===== config.mk =====
export PLATFORM = sky130hd
export DESIGN_NAME = sync_fifo_core
export DESIGN_NICKNAME = d
export VERILOG_FILES = /design/src/rtl/fifo_pkg.sv /design/src/rtl/fifo_dpram.sv /design/src/rtl/sync_fifo_core.sv
export SDC_FILE = /design/constraint.sdc
export NUM_CORES = 1
export LEC_CHECK = 0
export ABC_AREA = 1
export BUFFER_PORTS_ARGS = -buffer_cell sky130_fd_sc_hd__buf_2
export CAP_MARGIN = 10
export CORE_UTILIZATION = 60
export CTS_CLUSTER_SIZE = 25
export DETAILED_ROUTE_END_ITERATION = 12
export GPL_ROUTABILITY_DRIVEN = 0
export PLACE_DENSITY = 0.81
export SYNTH_ARGS = -nofsm -noshare
export SYNTH_HDL_FRONTEND = slang
export SYNTH_SLANG_ARGS = --single-unit

===== constraint.sdc =====
create_clock -name clk -period 6.02 [get_ports clk]
set_input_delay 0.602 -clock clk [delete_from_list [all_inputs] [get_ports clk]]
set_output_delay 0.602 -clock clk [all_outputs]
set_load 0.05 [all_outputs]

===== src/rtl/fifo_pkg.sv =====
// Shared constants for the core-test-path FIFO: default geometry,
// almost-full/almost-empty thresholds and the error counter width.
package fifo_pkg;

    localparam int DEF_WID  = 8;
    localparam int DEF_AW   = 4;
    localparam int DEF_AFTH = 12;
    localparam int DEF_AETH = 4;
    localparam int ERRCNT_W = 16;

endpackage : fifo_pkg


===== src/rtl/fifo_dpram.sv =====
// Simple dual-port RAM, 2^AW x WID: synchronous write port and a registered
// read port. Only the read data register is reset, so the FIFO output comes
// up as zero while the storage array itself stays uninitialised.
module fifo_dpram #(
    parameter int WID = 8,
    parameter int AW  = 4
) (
    input  logic           clk,
    input  logic           rst,
    input  logic           wren,
    input  logic [AW-1:0]  wraddr,
    input  logic [WID-1:0] wrdata,
    input  logic           rden,
    input  logic [AW-1:0]  rdaddr,
    output logic [WID-1:0] rddata
);

    logic [WID-1:0] mem [2**AW];

    // Storage array write; no reset so it maps onto plain RAM cells.
    always_ff @(posedge clk) begin
        if (wren) begin
            mem[wraddr] <= wrdata;
        end
    end

    // Read register loads only on a read and otherwise holds the last word;
    // a same-address write in the same cycle returns the old contents.
    always_ff @(posedge clk or posedge rst) begin
        if (rst) begin
            rddata <= '0;
        end else if (rden) begin
            rddata <= mem[rdaddr];
        end
    end

endmodule : fifo_dpram


===== src/rtl/sync_fifo_core.sv =====
// Single-clock FIFO between the sequence-data generator and the traffic
// checker. Tracks occupancy with wrap-bit pointers, registers all status
// flags, and keeps sticky overflow/underflow indications.
// Optional feature: define FIFO_ERRCNT_EN to build 16-bit saturating
// dropped-write / ignored-read counters; otherwise ovfcnt/udfcnt are tied 0.
module sync_fifo_core
    import fifo_pkg::*;
#(
    parameter int WID  = DEF_WID,
    parameter int AW   = DEF_AW,
    parameter int AFTH = DEF_AFTH,
    parameter int AETH = DEF_AETH
) (
    input  logic                clk,
    input  logic                rst,
    input  logic                fifowr,
    input  logic [WID-1:0]      fifodi,
    input  logic                fiford,
    output logic [WID-1:0]      fifodo,
    output logic                fifodovld,
    output logic                fifofull,
    output logic                fifoempty,
    output logic                fifoafull,
    output logic                fifoaempty,
    output logic [AW:0]         fifolen,
    output logic                fifoovf,
    output logic                fifoudf,
    input  logic                errclr,
    output logic [ERRCNT_W-1:0] ovfcnt,
    output logic [ERRCNT_W-1:0] udfcnt
);

    localparam logic [AW:0] PTR_ONE = (AW + 1)'(1);
    localparam logic [AW:0] AFTH_V  = (AW + 1)'(AFTH);
    localparam logic [AW:0] AETH_V  = (AW + 1)'(AETH);

    logic [AW:0] wrptr, rdptr;
    logic [AW:0] wrptr_nxt, rdptr_nxt, level_nxt;
    logic        rdacc, wracc;
    logic        ovf_evt, udf_evt;
    logic        full_nxt, empty_nxt;

    // Accept decisions use the registered flags; a read at full frees the
    // slot the simultaneous write lands in, so that write is still taken.
    always_comb begin
        rdacc     = fiford & ~fifoempty;
        wracc     = fifowr & (~fifofull | rdacc);
        ovf_evt   = fifowr & ~wracc;
        udf_evt   = fiford & ~rdacc;
        wrptr_nxt = wracc ? wrptr + PTR_ONE : wrptr;
        rdptr_nxt = rdacc ? rdptr + PTR_ONE : rdptr;
        level_nxt = wrptr_nxt - rdptr_nxt;
        full_nxt  = (wrptr_nxt[AW] != rdptr_nxt[AW]) &&
                    (wrptr_nxt[AW-1:0] == rdptr_nxt[AW-1:0]);
        empty_nxt = (wrptr_nxt == rdptr_nxt);
    end

    // Pointers and status flags, registered from the post-edge pointer values.
    always_ff @(posedge clk or posedge rst) begin
        if (rst) begin
            wrptr      <= '0;
            rdptr      <= '0;
            fifolen    <= '0;
            fifofull   <= 1'b0;
            fifoempty  <= 1'b1;
            fifoafull  <= 1'b0;
            fifoaempty <= 1'b1;
        end else begin
            wrptr      <= wrptr_nxt;
            rdptr      <= rdptr_nxt;
            fifolen    <= level_nxt;
            fifofull   <= full_nxt;
            fifoempty  <= empty_nxt;
            fifoafull  <= (level_nxt >= AFTH_V);
            fifoaempty <= (level_nxt <= AETH_V);
        end
    end

    // Output strobe tracks accepted reads one cycle later; the async reset
    // kills any read that was in flight.
    always_ff @(posedge clk or posedge rst) begin
        if (rst) begin
            fifodovld <= 1'b0;
        end else begin
            fifodovld <= rdacc;
        end
    end

    // Sticky error flags: a new event in the errclr cycle keeps the flag set.
    always_ff @(posedge clk or posedge rst) begin
        if (rst) begin
            fifoovf <= 1'b0;
            fifoudf <= 1'b0;
        end else begin
            fifoovf <= ovf_evt | (fifoovf & ~errclr);
            fifoudf <= udf_evt | (fifoudf & ~errclr);
        end
    end

`ifdef FIFO_ERRCNT_EN
    localparam logic [ERRCNT_W-1:0] CNT_ONE = ERRCNT_W'(1);

    // Saturating dropped-write counter; errclr with a coincident event leaves 1.
    always_ff @(posedge clk or posedge rst) begin
        if (rst) begin
            ovfcnt <= '0;
        end else if (errclr) begin
            ovfcnt <= ovf_evt ? CNT_ONE : '0;
        end else if (ovf_evt && (ovfcnt != '1)) begin
            ovfcnt <= ovfcnt + CNT_ONE;
        end
    end

    // Saturating ignored-read counter, same clear/event rules as above.
    always_ff @(posedge clk or posedge rst) begin
        if (rst) begin
            udfcnt <= '0;
        end else if (errclr) begin
            udfcnt <= udf_evt ? CNT_ONE : '0;
        end else if (udf_evt && (udfcnt != '1)) begin
            udfcnt <= udfcnt + CNT_ONE;
        end
    end
`else
    assign ovfcnt = '0;
    assign udfcnt = '0;
`endif

    fifo_dpram #(
        .WID (WID),
        .AW  (AW)
    ) u_ram (
        .clk    (clk),
        .rst    (rst),
        .wren   (wracc),
        .wraddr (wrptr[AW-1:0]),
        .wrdata (fifodi),
        .rden   (rdacc),
        .rdaddr (rdptr[AW-1:0]),
        .rddata (fifodo)
    );

endmodule : sync_fifo_core


==> run summary <==
Run status: finished, final reports clean
Most numerous cell in the Yosys netlist: edfxtp_1
Antenna viol nets, final: 0
Largest net degree at the start of global routing: 66
Top Metal Used: met4
Hold WS: 0.2553 ns
Max-Cap Viols: 0
Synth async-reset ratio: 0.1899
Setup ws final: 3.309 ns
Initial Util: 0.6262
Fin. max-slew vios: 0
Post-DP HPWL: 9.268 mm
Final setup fails: 0
Post-synthesis register bit count: 158
Layout area overhead: 9.660%
RR Startpoint: rdptr[2]$_DFF_PP0_
Initial antenna violation count: 0
Worst Path Arrival: 3.07 ns
Ys flop type: edfxtp_1
CTS H-Tree Depth: 4
Root Buffer Master: clkbuf_16
Worst setup SP type: flop
Clk slew on worst S/H paths: 0.06 ns
Ranking of synthesized cells by area: edfxtp_1, dfrtp_1, nor2_1
CTS Hold Buffers Added: 0
Crit path max fanout: 14
Via density per instance: 5.948
Drt drc: 0
WL final: 14.95 mm
DIE WIDTH: 109.1 um
CP cell instances: inv_1, nand2_1, nand2_1, nand2_1, nand2_2, ha_1, a31oi_1, nand2_1, nand2_1, nand3_2, nor2_2
Postcts setup bufs: 0
First-pass GRT wire length: 23.15 mm
Fmax: 0.3689 GHz
I/O pins: 65
Grt ovf: 0
Die Y: 109.1 um
Cell area power density: 544.6 mW/mm^2
Share of layout cells above drive strength 1: 0.1451
Final Core Density: 0.6867
Final hold vios: 0
Cell Rows: 38
Unique cell type count in the Yosys netlist: 34
ANT cells: 0
Met1 WL: 6.039 mm
Core area: 0.01098 mm^2
DR pass1 iterations: 7
DP Worst Slack: 3.436 ns
Fillers: 735
Port Buf Inserts: 32
Synth Area per Inst: 11.62 um^2
Sink Count: 158
Die area: 0.01190 mm^2
Most frequent cells after synthesis: edfxtp_1, nor2_1, nand2_1, o21ai_0, buf_4
Total leakage power: 2.884 nW
Final period util: 0.4503
Fin nets: 644
CTS resizes: 0
Final min period: 2.711 ns
Clk buf depth: 2
VDD IR max: 508.9 uV
Ys Warns: 0
CP max-delay cell: dfrtp_1
Setup crit end kind: flop
EDFF count, synth: 128
Global Route Usage Sum: 0.2717
CP Data Required Time: 6.38 ns
Metal2 WL: 6.997 mm
Slew at the pin closest to its max-slew limit: 1.044 ns
Vias: 4604
CP dominant cell by count: nand2_1
Worst Skew: 0.009783 ns
Crit path launch: rdptr[2]$_DFF_PP0_
Clock latency on the worst-skew pair: 0.43 ns
Number of global-route vias before repair: 4398
Total CTS buffers: 17
Crit path largest cell delay: 0.73 ns
Avg WL per Cell: 19.32 um
Top-area cell type share of the netlist area: 0.5589
Crit Path Category: flop to flop
1st-iter DRT viols: 679
Setup TNS: 0 ns
Worst hold path type: primary input to async pin
CTS tree: yes
Rel. slew slack: 0.3031
RSZ-0062 raised after global routing: no
Largest area contributor in the netlist: edfxtp_1
Syn Std Cell Area: 0.006878 mm^2
Syn Inst Count: 592
Met3 wire len: 1.408 mm
Seq/Total Area, Yosys: 0.6684
[worst paths after layout]
kind,slack [ns],to,depth (start not counted)
max,3.31,fifoaempty$_DFF_PP1_,11
min,0.26,u_ram.rddata[0]$_DFFE_PP0P_,3
max reg2reg,3.31,fifoaempty$_DFF_PP1_,11
min reg2reg,0.53,fifoudf$_DFF_PP0_,2
max in group asynchronous,5.42,fifoempty$_DFF_PP1_,3
min in group clk,0.40,fifoudf$_DFF_PP0_,2
[metrics by stage]
step           instance area (um^2)  instances  total power (W)
2_1_floorplan                  6994        623         0.002734
3_3_place_gp                   6997        742         0.003043
3_5_place_dp                   6997        742         0.003101
4_1_cts                        7542        774         0.004094
5_1_grt                        7542        774         0.004340
6_report                       7542        774         0.004108
[where the power goes]
| group | switching [W] | internal [W] | total, W |
|---|---|---|---|
| Combinational | 0.00120 | 0.000438 | 0.00164 |
| Sequential | 0.000104 | 0.00137 | 0.00148 |
| Clock | 0.000413 | 0.000576 | 0.000988 |
[layout by cell type, fill, tap and decap left out, types with 17 or more instances in the layout]
cell,n
edfxtp_1,128
nor2_1,92
nand2_1,72
o21ai_0,58
conb_1,32
buf_2,32
inv_1,28
nand3_1,28
dfrtp_1,27
a21oi_1,19
clkbuf_16,17
[metal layers]
| metal | global-route usage | up-vias |
|---|---|---|
| met1 | 0.3633 | 2229 |
| met5 | 0 | - |
| met3 | 0.07053 | 41 |
| met2 | 0.4070 | 267 |
| met4 | 0.1477 | 0 |
| li1 | - | 2067 |
[cell families after synthesis]
logic type      count (synthesis)  share of synthesized area
simple gates                  218                     0.1452
flops                         158                     0.6684
compound gates                110                    0.09023
buf+inv                        91                    0.07131
fa+ha+maj                      10                    0.01928
xor+xnor                        4                   0.005093
other cells                     1                  0.0005452
[final cells by class]
cell class	instances	area [um^2]	share of cell area
clock inverter	11	95.09	0.01261
sequential	158	4598	0.6097
multi-input combinational	374	1907	0.2528
clock buffer	21	450.4	0.05972
timing repair buffer	35	182.7	0.02422
tap	140	175.2	0.02322
inverter	35	133.9	0.01775
[critical path, delay by kind of cell, from the launching register on]
kind / cells / cell delay (ns)
DFF: 1 / 0.73
buffers and inverters: 1 / 0.43
and+or+nand+nor: 8 / 0.84
adders and majority gates: 1 / 0.34
AOI/OAI and AO/OA: 1 / 0.31
[state kept, by name, indices dropped and copies added (netlist names), 5 cells and up]
register,count
fifolen,5
rdptr,5
u_ram.mem,128
u_ram.rddata,8
wrptr,5
Note: power is estimated with default switching activity, not from simulation.
